--- src/rtl/apb_fsm_controller.sv ---
// APB transfer sequencer for the AHB-to-APB bridge.
// Turns each accepted AHB address phase into a two-phase APB access (SETUP, ENABLE) and
// stretches the AHB data phase through Hreadyout. Every output comes straight from a flop;
// the next value of each output is computed from the next state.
module apb_fsm_controller #(
  parameter int unsigned ADDR_WIDTH = 32,
  parameter int unsigned DATA_WIDTH = 32,
  parameter int unsigned SEL_WIDTH  = 3
) (
  input  logic                  Hclk,
  input  logic                  Hresetn,
  input  logic                  valid,
  input  logic [ADDR_WIDTH-1:0] Haddr,
  input  logic                  Hwrite,
  input  logic [DATA_WIDTH-1:0] Hwdata,
  input  logic [SEL_WIDTH-1:0]  tempselx,
  output logic [SEL_WIDTH-1:0]  Pselx,
  output logic                  Penable,
  output logic                  Pwrite,
  output logic [ADDR_WIDTH-1:0] Paddr,
  output logic [DATA_WIDTH-1:0] Pwdata,
  output logic                  Hreadyout
);

  localparam logic [1:0] IDLE   = 2'd0;
  localparam logic [1:0] WWAIT  = 2'd1;
  localparam logic [1:0] SETUP  = 2'd2;
  localparam logic [1:0] ENABLE = 2'd3;

  logic [1:0]            state_q, state_d;
  logic                  accept;

  logic [ADDR_WIDTH-1:0] addr_q;
  logic [SEL_WIDTH-1:0]  sel_q;
  logic                  write_q;

  logic [SEL_WIDTH-1:0]  pselx_d;
  logic                  penable_d;
  logic                  pwrite_d;
  logic [ADDR_WIDTH-1:0] paddr_d;
  logic [DATA_WIDTH-1:0] pwdata_d;
  logic                  hreadyout_d;

  // Next state; an address phase is only accepted where Hreadyout is high (IDLE, ENABLE).
  always_comb begin
    accept  = valid && ((state_q == IDLE) || (state_q == ENABLE));
    state_d = state_q;
    case (state_q)
      IDLE, ENABLE: begin
        if (valid) begin
          state_d = Hwrite ? WWAIT : SETUP;
        end else begin
          state_d = IDLE;
        end
      end
      WWAIT:   state_d = SETUP;
      SETUP:   state_d = ENABLE;
      default: state_d = IDLE;
    endcase
  end

  // Next output values, decoded from the state being entered.
  always_comb begin
    pselx_d     = '0;
    penable_d   = (state_d == ENABLE);
    hreadyout_d = (state_d == IDLE) || (state_d == ENABLE);
    pwrite_d    = Pwrite;
    paddr_d     = Paddr;
    pwdata_d    = Pwdata;
    case (state_d)
      SETUP: begin
        // A read enters SETUP on the accepting edge itself, so take the live AHB values;
        // a write comes from WWAIT and uses what was captured one cycle earlier.
        pselx_d  = accept ? tempselx : sel_q;
        paddr_d  = accept ? Haddr    : addr_q;
        pwrite_d = accept ? Hwrite   : write_q;
      end
      ENABLE:  pselx_d = Pselx;
      default: pselx_d = '0;
    endcase
    // Write data is valid during the WWAIT cycle, which is always followed by SETUP.
    if (state_q == WWAIT) begin
      pwdata_d = Hwdata;
    end
  end

  // Capture the address-phase attributes of every accepted transfer.
  always_ff @(posedge Hclk or negedge Hresetn) begin
    if (!Hresetn) begin
      addr_q  <= '0;
      sel_q   <= '0;
      write_q <= 1'b0;
    end else if (accept) begin
      addr_q  <= Haddr;
      sel_q   <= tempselx;
      write_q <= Hwrite;
    end
  end

  // State and registered outputs.
  always_ff @(posedge Hclk or negedge Hresetn) begin
    if (!Hresetn) begin
      state_q   <= IDLE;
      Pselx     <= '0;
      Penable   <= 1'b0;
      Pwrite    <= 1'b0;
      Paddr     <= '0;
      Pwdata    <= '0;
      Hreadyout <= 1'b1;
    end else begin
      state_q   <= state_d;
      Pselx     <= pselx_d;
      Penable   <= penable_d;
      Pwrite    <= pwrite_d;
      Paddr     <= paddr_d;
      Pwdata    <= pwdata_d;
      Hreadyout <= hreadyout_d;
    end
  end

endmodule

--- config.mk ---
export PLATFORM = sky130hd
export DESIGN_NAME = apb_fsm_controller
export DESIGN_NICKNAME = d
export VERILOG_FILES = /design/src/rtl/apb_fsm_controller.sv
export SDC_FILE = /design/constraint.sdc
export NUM_CORES = 1
export LEC_CHECK = 0
export ABC_AREA = 0
export CAP_MARGIN = 20
export CORE_ASPECT_RATIO = 1.25
export CORE_MARGIN = 5
export CORE_UTILIZATION = 49
export CTS_CLUSTER_DIAMETER = 50
export DETAILED_ROUTE_END_ITERATION = 7
export PLACE_DENSITY = 0.91
export SLEW_MARGIN = 0
export SYNTH_ARGS = -nofsm -noshare
export SYNTH_HDL_FRONTEND = slang
export SYNTH_SLANG_ARGS = --single-unit
--- constraint.sdc ---
create_clock -name Hclk -period 3.9 [get_ports Hclk]
set_input_delay 0.78 -clock Hclk [delete_from_list [all_inputs] [get_ports Hclk]]
set_output_delay 0.78 -clock Hclk [all_outputs]
set_load 0.02 [all_outputs]
==> Yosys cells after proc, flatten, opt, wreduce, memory -nomap -nowiden <==
Cells that the tools add are included.
{ "word_totals": {"register_bits": 108, "inputBits": 71, "output_inout_bits": 70, "elab_cells": 28} }
{ "classes": {"n_eq_ne": 5, "mux": 7, "n_reduce_logical": 6} }
{ "op_table": {"columns": ["op", "n"], "rows": [
  ["two-way mux 32 bit", 1],
  ["== test 2 bit, second input constant", 4],
  ["case mux 2 bit (3 select lines)", 1],
  ["case mux 3 bit (2 select lines)", 1],
  ["zero test 2 bit", 2],
  ["two-way mux 2 bit", 2],
  ["two-way mux 3 bit", 1],
  ["== test 2 x 1 -> 1 bit, second input constant", 1],
  ["logical OR 1 bit", 2],
  ["OR reduction 2 bit", 1],
  ["logical AND 1 bit", 1],
  ["two-way mux 1 bit", 1]
]} }

==> Depth between registers and ports, before layout <==
{ "depth": {"ltp_word": 5, "mapped_depth": 9} }

==> Worst setup path after synthesis <==
Ideal clock, no wire load.
{ "synth_timing": {"path_type": "input-to-reg", "startpoint": "input port valid", "endpoint": "register Paddr[13]", "arrival_ns": 2.017, "setup_slack_ns": 1.759, "stages": 6, "n_path_buf": 2, "path_cell_list": "nand3_1 -> o21a_1 -> ha_1 -> buf_2 -> buf_1 -> mux2_2"} }
{ "synth_between": {"elab_chain_len": 3, "elab_cells_between_ends": 5, "cone_classes": "eq/ne: 1; mux: 3; reduce/logical: 1"} }
{ "synth_lines": {"columns": ["element", "line", "text"], "rows": [
  ["from (decl)", "12", "input logic valid,"],
  ["two-way mux 2 bit", "50", "if (valid) begin"],
  ["case mux 2 bit (3 select lines)", "48", "case (state_q)"],
  ["== test 2 bit", "70", "case (state_d)"],
  ["to (signal assigned)", "115", "Paddr <= paddr_d;"],
  ["to (decl)", "20", "output logic [ADDR_WIDTH-1:0] Paddr,"]
]} }
Parallel ways exist; a longest one is shown, timed or not.
A chain may end at the register's enable or synchronous reset.

==> Final worst setup path <==
{ "layout_timing": {"startpoint": "input port valid", "endpoint": "register Pselx[2]"} }
{ "layout_between": {"elab_chain_len": 4, "elab_cells_between_ends": 7, "cone_classes": "eq/ne: 2; mux: 4; reduce/logical: 1"} }
{ "layout_lines": {"columns": ["element", "line", "text"], "rows": [
  ["two-way mux 2 bit *", "50", null],
  ["case mux 2 bit (3 select lines) *", "48", null],
  ["via state_d[1]", "30", "logic [1:0] state_q, state_d;"],
  ["== test 2 bit", "70", null],
  ["case mux 3 bit (2 select lines)", "70", null],
  ["to (signal assigned)", "112", "Pselx <= pselx_d;"],
  ["to (decl)", "17", "output logic [SEL_WIDTH-1:0] Pselx,"]
]} }
Mark *: on every way through the listed nets, which the timed path passes. The rest lies on a longest branch.

==> results.yml <==
cells_and_area:
  nets: 456
  drive_gt1_share_pct: 31.35
  diodes: 0
  area_growth_pct: 41.17
flow_run:
  drv_cap: 0
routing:
  drc_errors: 0
  drtIter0Drc: 39
  routedWlPerCell_um: 18.40
  dr.pass1.iters: 4
  ant_nets: 0
  vias_per_cell: 4.996
  drt_wl_total_um: 8889
  num_vias: 2413
die:
  start_util_pct: 50.02
  die_h_um: 112.5
  io_pins: 141
  dieArea_um2: 10360
  num_rows: 37
  core-area_um2: 8240
  die_w_um: 92.03
power:
  switching_share_pct: 34.78
  power_density_nw_per_um2: 950.5
  power.total_uw: 5530
  clkPwrFrac_pct: 11.4
  p_switching_uw: 1923
  seq_power_share_pct: 35.7
  comb_power_share_pct: 52.9
  p_leak_uw: 0.002552
  power.internal_uw: 3607
  vdd_drop_max_uv: 888.3
sta:
  max_slew_margin_pct: 57.36
  setup_viol: 0
  worstMarginPinSlew_ps: 639.0
  rsz0062_at_grt: "false"
  hold_viol: 0
  final.setup.tns_ps: 0
  fin_crit_ps: 2552
  finalMaxSlewViolations: 0
  fmax_ghz: 0.3919
  min_period_over_period_pct: 65.43
  finalClockSkew_ps: 11.79
logic_synthesis:
  syn-cell-area_um2: 4121
  synth_top_cell_by_area: "dfrtp_1"
  syn_nets: 312
  synth_top_area_share_pct: 64.97
  synth_xor_area_share_pct: 0
  syn_avg_cell_area_um2: 17.32
  synth.distinct_cells: 20
  ys_seq_area_share_pct: 65.60
  yosys_warnings: 0
  synthMuxAreaShare_pct: 29.42
  syn-instance-count: 238
  synth_area_leaders: "dfrtp_1 (65%), mux2_2 (20%), mux2_4 (9.5%)"
  synth-seq-cells: 108
  synth_compound_area_share_pct: 1.093
  yosys.area_share.simple_pct: 0.8197
  synthAdderAreaFrac_pct: 0.9107
  synth_top_family_by_area: "multiplexers"
global_route:
  grt_remaining_overflow: 0
  antenna_found_initial: 0
  grt_max_degree: 87
  grt_pass1_wl_um: 14770
  grt_pass1_vias: 2831
  grt_use_total_pct: 18.03
worst_setup_path:
  r2r_slack_ps: 1610
  crit_buf_inv: 3
  crit_family: "buffers and inverters"
  crit_arrival_ps: 2850
  cpPeakStageDelay_ps: 540
  critPathKind: "in -> reg"
  critPathLaunchType: "primary input"
  crit_chain: "clkdlybuf4s50_1, inv_1, o21ai_0, ha_2, buf_12, nor2b_1, a22o_1"
  critPathRequiredTime_ps: 4200
  crit_path_max_fanout: 20
  worst_setup_path_end_kind: "flop"
  cp_slowest_cell: "clkdlybuf4s50_1"
cts:
  cts-root-buf: "clkbuf_8"
  numCtsBuffers: 9
  post_cts_buffers: 0
  clock_path_buffers: 2
  numClockSinks: 108
  path_clk_slew_ps: 110
  ctsResizeCount: 0
  cts_tree: "built"
  clkLatencyLatePin_ps: 350
  cts_hold_buf: 0
  cts_max_level: 3
placement:
  numPortBuffers: 140
  dp.final_hpwl_um: 6578
  place.gp.congestion: 0.7052
hold_path:
  min-delay-path-class: "in -> async"
run_status:
  status: "finished clean"
-- registers in the layout, indices dropped and copies added (netlist names) --
| register | count |
|---|---|
| Pselx | 3 |
| Pwrite | 1 |
| addr_q | 32 |
| Hreadyout | 1 |
| Paddr | 32 |
| Pwdata | 32 |
| Penable | 1 |
| write_q | 1 |
| state_q | 2 |
| sel_q | 3 |
-- synth_stat cells --
cell type	number
dfrtp_1	107
mux2_2	72
mux2_4	26
buf_2	5
inv_1	5
a22o_1	3
buf_6	3
ha_1	3
buf_1	2
nand2_1	2
a31oi_1	1
clkbuf_1	1
dfstp_2	1
mux2_1	1
nand2_4	1
nand3_1	1
nor2_1	1
nor2b_1	1
o21a_1	1
o21ai_0	1
-- power by group through the flow --
stage	registers (µW)	clock network (µW)	logic, µW
floorplan	2410	0	1370
global placement	1960	0	2860
detailed placement	2000	0	2960
CTS	1980	651	2970
global route	2050	706	3120
finish	1970	630	2930
-- cells by family (layout without fill, tap and decap cells) --
kind of cell / Yosys count / after routing
fa+ha+maj: 3 / 3
buf+inv: 16 / 164
simple gates: 6 / 6
flops: 108 / 108
compound gates: 6 / 6
mux: 99 / 99
-- final timing paths --
path / startpoint / end / depth (start not counted)
max reg2reg: state_q[0] / Pselx[2] / 8
min: Hresetn / addr_q[6] / 1
max in group asynchronous: Hresetn / Hreadyout / 3
max: valid / Pselx[2] / 7
min in group Hclk: write_q / write_q / 2
min reg2reg: write_q / write_q / 2
-- layout make-up --
cell class	instances	area, µm²
Clock buffer	9	123.9
Clock inverter	6	57.56
Tap cell	97	121.4
Fill cell	558	2422
Multi-Input combinational cell	114	1331
Sequential cell	108	2704
Inverter	5	18.77
Timing Repair Buffer	144	1461
-- per-layer routing --
metal,vias to the layer above,part of all wire (%),GRT usage (%),wire length [µm]
met4,0,0.74,3.667,66
li1,1114,-,-,-
met3,6,7.7,6.635,684
met5,-,0,0,0
met1,1207,39,20.43,3443
met2,86,53,32.55,4695
-- per-stage QoR --
step                      std cells  cell area, µm²  hold slack (ps)  utilization [%]  setup slack, ps
after CTS                       482            5791            497.5            70.27             1361
after global placement          467            5609            456.5            68.07             1112
final                           483            5818            378.9            70.60             1348
after detailed placement        467            5609            472.9            68.07            987.8
after floorplan                 238            4121            440.5                -             1759
after global routing            483            5818            400.0            70.60             1231
-- cells in the final DEF (no fill, tap or decap) --
| cell | Yosys | layout |
|---|---|---|
| a22o_1 | 3 | 3 |
| a31oi_1 | 1 | 1 |
| buf_12 | 0 | 1 |
| buf_16 | 0 | 1 |
| buf_4 | 0 | 3 |
| clkbuf_8 | 0 | 9 |
| clkdlybuf4s50_1 | 0 | 139 |
| clkinv_4 | 0 | 3 |
| dfrtp_1 | 107 | 107 |
| dfstp_2 | 1 | 1 |
| ha_1 | 3 | 2 |
| ha_2 | 0 | 1 |
| inv_1 | 5 | 5 |
| inv_6 | 0 | 1 |
| inv_8 | 0 | 2 |
| mux2_1 | 1 | 1 |
| mux2_2 | 72 | 72 |
| mux2_4 | 26 | 26 |
| nand2_1 | 2 | 2 |
| nand2_4 | 1 | 1 |
| nand3_1 | 1 | 1 |
| nor2_1 | 1 | 1 |
| nor2b_1 | 1 | 1 |
| o21a_1 | 1 | 1 |
| o21ai_0 | 1 | 1 |
Note: power is estimated with default switching activity, not from simulation.
==> RTL change 1, RTL diff (same flow settings) <==
Change the parameter `DATA_WIDTH` from 32 to 16.
--- a/src/rtl/apb_fsm_controller.sv
+++ b/src/rtl/apb_fsm_controller.sv
@@ -4,7 +4,7 @@
 // the next value of each output is computed from the next state.
 module apb_fsm_controller #(
   parameter int unsigned ADDR_WIDTH = 32,
-  parameter int unsigned DATA_WIDTH = 32,
+  parameter int unsigned DATA_WIDTH = 16,
   parameter int unsigned SEL_WIDTH  = 3
 ) (
   input  logic                  Hclk,
Interface: changed (resized Hwdata and Pwdata); port bits go from 141 to 109. The function was not compared with the original's and may differ.
==> RTL change 1 against the original RTL <==
Area after synthesis is 14% lower. Count of clock-buffer cells in the layout stayed put. Sequential cell count is 16 lower. Final area is 16% lower. Wire length is 23% lower. Power is 15% lower. Maximum frequency is 1.0% higher. Critical path type unchanged. Non-clock buffer count is 34 lower. Worst setup slack better by 0.025 ns. First-iteration DRC count is 95% higher. Die area is 13% lower.
==> RTL change 1: results (changes against the original RTL) <==
- Cell Count Post-Placement: 394 (-16%)
- Detailed Routing Iterations Pass 1: 3 (-1)
- Part of the Yosys area used for sequential elements: 0.652 (-0.00367)
- Mapped Nets: 262 (-16%)
- Final Skew: 0.0150 ns (+0.00324 ns)
- Area contributors post-synth: sky130_fd_sc_hd__dfrtp_1 64%, sky130_fd_sc_hd__mux2_2 18%, sky130_fd_sc_hd__mux2_4 11%
- Critical path data arrival time: 2.75 ns (-0.10 ns)
- DRC violation total after the first TritonRoute iteration: 76 (+95%)
- Wire length of the first global-routing pass: 11300 um (-23%)
- Status: complete, no violations
- Routability congestion estimate from global placement: 0.724 (+2.7%)
- Number of global-route vias before repair: 2248 (-21%)
- Total internal power: 0.00311 W (-14%)
- Filler Cells Inserted: 489 (-12%)
- Layout Nets: 374 (-18%)
- Maximum number of pins on one net before global-route repair: 93 (+6.9%)
- Biggest registers after layout: Paddr (32), addr_q (32), Pwdata (16)
- Adder-cell area share of the yosys netlist: 0.0106 (+0.00152)
- Total placed instance area: 4680 um2 (-16%)
- Total global-route track usage: 0.159 (-0.0210)
- Worst Slack Setup Final: 1.37 ns (+0.0252 ns)
- P_leak: 2.17 nW (-15%)
- Clock transition at the registers of the reported paths: 0.09 ns (-0.02 ns)
- Setup slack, reg-to-reg: 1.70 ns (+0.09 ns)
- Sequential share of power: 0.355 (-0.002)
- Capturing point of the worst reg2reg path: Paddr[17]
- Share of layout cells above drive strength 1: 0.324 (+0.0105)
- Synthesized area per cell: 17.3 um2 (about the same)
- Comb pwr share: 0.522 (-0.007)
- Worst IR drop on VDD: 0.536 mV (-40%)
- Non-filler instance count after layout: 411 (-15%)
- Multiplexer fraction of the synthesized cell area: 0.292 (-0.00183)
- Place WS: 0.996 ns (+0.00809 ns)
- Slew at the pin closest to its max-slew limit: 0.722 ns (+0.0832 ns)
- Number of I/O port buffers: 108 (-23%)
## RTL change 1: cell types whose count changed after synthesis
cell	before	now
sky130_fd_sc_hd__buf_2	5	3
sky130_fd_sc_hd__dfrtp_1	107	91
sky130_fd_sc_hd__mux2_2	72	56
## RTL change 1: layout make-up
cell class              count  share of cell area
flip-flops and latches     92               0.471
multi-input cells          98               0.235
repair buffers            110               0.230
clock buffers               9              0.0253
well taps                  90              0.0230
clock inverters             7              0.0115
inverters                   5             0.00384
## RTL change 1: worst min path at each step
| stage | to | from | cells after the start | slack, ns |
|---|---|---|---|---|
| after floorplan | write_q | write_q | 2 | 0.44 |
| after global placement | write_q | write_q | 2 | 0.47 |
| after detailed placement | addr_q[7] | addr_q[7] | 1 | 0.48 |
| after CTS | addr_q[13] | addr_q[13] | 1 | 0.50 |
| after global routing | Pselx[1] | Hresetn | 1 | 0.45 |
| final | Pselx[1] | Hresetn | 1 | 0.42 |
## RTL change 1: routing by layer
layer  global-route usage  vias up  wire [um]
met4               0.0577        0         74
met3               0.0433        7        521
met1                0.202     1022       2850
met2                0.261       70       3400
li1                     -      931          -
met5                    0        -          0
## RTL change 1: critical path, stage by stage
cell	delay, ns
sky130_fd_sc_hd__clkdlybuf4s50_1	0.54
sky130_fd_sc_hd__inv_1	0.05
sky130_fd_sc_hd__o21ai_0	0.27
sky130_fd_sc_hd__ha_2	0.53
sky130_fd_sc_hd__buf_12	0.22
sky130_fd_sc_hd__mux2_2	0.34
## RTL change 1: metrics by stage
stage	util	hold WS, ns
finish	0.701	0.420
global route	0.701	0.454
CTS	0.697	0.502
detailed placement	0.671	0.478
global placement	0.671	0.465
floorplan	-	0.441
==> RTL change 2, RTL diff (config.mk and constraints unchanged) <==
Made on the original files. Make the reset (`Hresetn`) synchronous in 2 clocked blocks.
--- a/src/rtl/apb_fsm_controller.sv
+++ b/src/rtl/apb_fsm_controller.sv
@@ -85,7 +85,7 @@
   end
 
   // Capture the address-phase attributes of every accepted transfer.
-  always_ff @(posedge Hclk or negedge Hresetn) begin
+  always_ff @(posedge Hclk) begin
     if (!Hresetn) begin
       addr_q  <= '0;
       sel_q   <= '0;
@@ -98,7 +98,7 @@
   end
 
   // State and registered outputs.
-  always_ff @(posedge Hclk or negedge Hresetn) begin
+  always_ff @(posedge Hclk) begin
     if (!Hresetn) begin
       state_q   <= IDLE;
       Pselx     <= '0;
Formal check against the unedited RTL: differs if Hresetn is asserted again (counterexample within 4 cycles, from zero or initial values and one cycle with Hresetn low); with Hresetn held inactive, the same outputs for 10 cycles.
==> RTL change 2 against the original RTL <==
Worst setup slack worse by 0.051 ns. Core utilization up 0.50 points. Area after synthesis down 5.9%. Sequential share of layout area down 7.2 points. Sequential cell count unchanged. Final area down 5.3%. Wire length up 0.87%. Highest routed layer unchanged.
Power is not compared: it rests on default switching activity, and its combinational part moved more than twofold at a synthesized area within 25%.
==> RTL change 2: results (changes against the original RTL) <==
- Count of antenna diodes in the layout: 0 (unchanged)
- Clock Latency Late Sink: 0.34 ns
- Post-cts sizing count: 0 (unchanged)
- Share of layout cells above drive strength 1: 0.0429 (-0.271)
- Clock transition at the registers of the reported paths: around 0.10 ns
- Area contributors post-synth: sky130_fd_sc_hd__dfxtp_1 56%, sky130_fd_sc_hd__mux2i_1 18%, sky130_fd_sc_hd__nor2b_1 11%
- Initial antenna violation count: 0 (unchanged)
- Headroom to the max-slew limit: 0.338 (-0.236)
- Worst IR drop on VDD: around 0.29 mV
- # H-tree levels: 3 (unchanged)
- Worst path max stage delay: 0.56 ns (+0.02 ns)
- Worst path slowest cell: sky130_fd_sc_hd__ha_2
- P_leak: 2.10 nW
- Ys async rst share: 0 (-1.00)
- Min-delay worst type: register to register
- Critical path data arrival time: 2.88 ns (+0.03 ns)
- Distinct cells, synth: 18 (-10%)
- Wire length of the first global-routing pass: 13600 um (-7.7%)
- Final Skew: 0.0102 ns (-0.00164 ns)
- Number of buffers on the longest clock path: 2 (unchanged)
- Clock Tree Root: sky130_fd_sc_hd__clkbuf_8
- Layout Nets: 559 (+23%)
- Setup slack, reg-to-reg: 1.49 ns (-0.12 ns)
- Mapped Nets: 431 (+38%)
- DR WL/cell: 15.4 um (-17%)
- Number of warnings issued by yosys: 0 (unchanged)
- Max Fanout on Critical Path: 36 (+80%)
- Post-DR vias/cell: 5.04 (+0.80%)
- Part of the Yosys area used for sequential elements: 0.558 (-0.0984)
- Count of cells along the worst register-to-register path: 8 (unchanged)
- Commonest cells in the netlist: 108 x sky130_fd_sc_hd__dfxtp_1, 70 x sky130_fd_sc_hd__nor2b_1, 68 x sky130_fd_sc_hd__mux2i_1
- Origin of the worst setup path: valid
- Startpoint of the worst register-to-register path: state_q[0]
- Number of CTS-inserted buffers: 9 (unchanged)
- Number of global-route vias before repair: 2835 (+0.14%)
- Place WS: 0.890 ns (-0.0973 ns)
- Biggest registers after layout: Paddr (32), Pwdata (32), addr_q (32)
- Routability congestion estimate from global placement: 0.736 (+4.3%)
- Setup fix buffers added after clock tree synthesis: 0 (unchanged)
- Primary flip-flop cell chosen by synthesis mapping: sky130_fd_sc_hd__dfxtp_1
- Final cycle utilization of the critical path: 0.667 (+0.0131)
- Maximum number of pins on one net before global-route repair: 95 (+9.2%)
- Cell family with the largest share of critical-path delay: buffers and inverters
- DRC violation total after the first TritonRoute iteration: 94 (+140%)
- Total global-route track usage: 0.177 (-0.00309)
- Status: complete, no violations
- Sum of net half-perimeters after detailed placement: 6380 um (-2.9%)
- Number of I/O port buffers: 140 (unchanged)
- Filler Cells Inserted: 583 (+4.5%)
- Post-Route Hold Slack: 0.485 ns (+0.106 ns)
- Detailed Routing Iterations Pass 1: 4 (unchanged)
- Worst setup path end: Paddr[0]
==> RTL change 2: how the worst min path moves through the flow <==
| stage | startpoint | to | cells past startpoint |
|---|---|---|---|
| after CTS | Pselx[2] | Pselx[2] | 2 |
| after global placement | Pselx[2] | Pselx[2] | 2 |
| after global routing | Pselx[2] | Pselx[2] | 2 |
| final | Pselx[2] | Pselx[2] | 2 |
| after detailed placement | Pselx[2] | Pselx[2] | 2 |
| after floorplan | sel_q[2] | sel_q[2] | 2 |
==> RTL change 2: area by class of cell <==
cell class                 count  area share
clock buffer                  11      0.0257
tap                           95      0.0216
multi-input combinational    220       0.285
timing repair buffer         143       0.260
inverter                       3     0.00204
sequential                   108       0.392
clock inverter                 4      0.0134
==> RTL change 2: kinds of logic (layout without fill, tap and decap cells) <==
group / Yosys count / in the layout / synth area share
compound gates: 71 / 71 / 0.0920
mux: 68 / 68 / 0.176
fa+ha+maj: 3 / 3 / 0.00968
flops: 108 / 108 / 0.558
buf+inv: 29 / 161 / 0.0387
simple gates: 78 / 78 / 0.126
==> RTL change 2: layer usage <==
layer  global-route usage  up-vias  share of wire
li1                     -     1454              -
met4               0.0606        0          0.015
met3               0.0427       12          0.071
met1                0.226     1366           0.42
met2                0.291      109           0.49
met5                    0        -              0
==> RTL change 2: tightest hold or removal path, cell delays in order (launching register included) <==
cell and delay [ns]:
sky130_fd_sc_hd__dfxtp_1 0.32, sky130_fd_sc_hd__nand3_1 0.06, sky130_fd_sc_hd__o21ai_0 0.06
==> RTL change 2: power by group <==
part | internal [W] | switching, W | leakage [nW] | total, W
combinational | 0.000315 | 0.000316 | 1.10 | 0.000631
clock | 0.000377 | 0.000344 | 0.109 | 0.000720
sequential | 0.00122 | 0.0000520 | 0.886 | 0.00127
total | 0.00191 | 0.000712 | 2.10 | 0.00262
==> RTL change 2: stage by stage <==
| step | util | std cells | power (W) | instance area (um2) |
|---|---|---|---|---|
| detailed placement | 0.681 | 568 | 0.00193 | 5270 |
| CTS | 0.708 | 583 | 0.00265 | 5490 |
| finish | 0.711 | 584 | 0.00262 | 5510 |
| floorplan | - | 357 | 0.00164 | 3880 |
| global placement | 0.681 | 568 | 0.00190 | 5270 |
| global route | 0.711 | 584 | 0.00275 | 5510 |
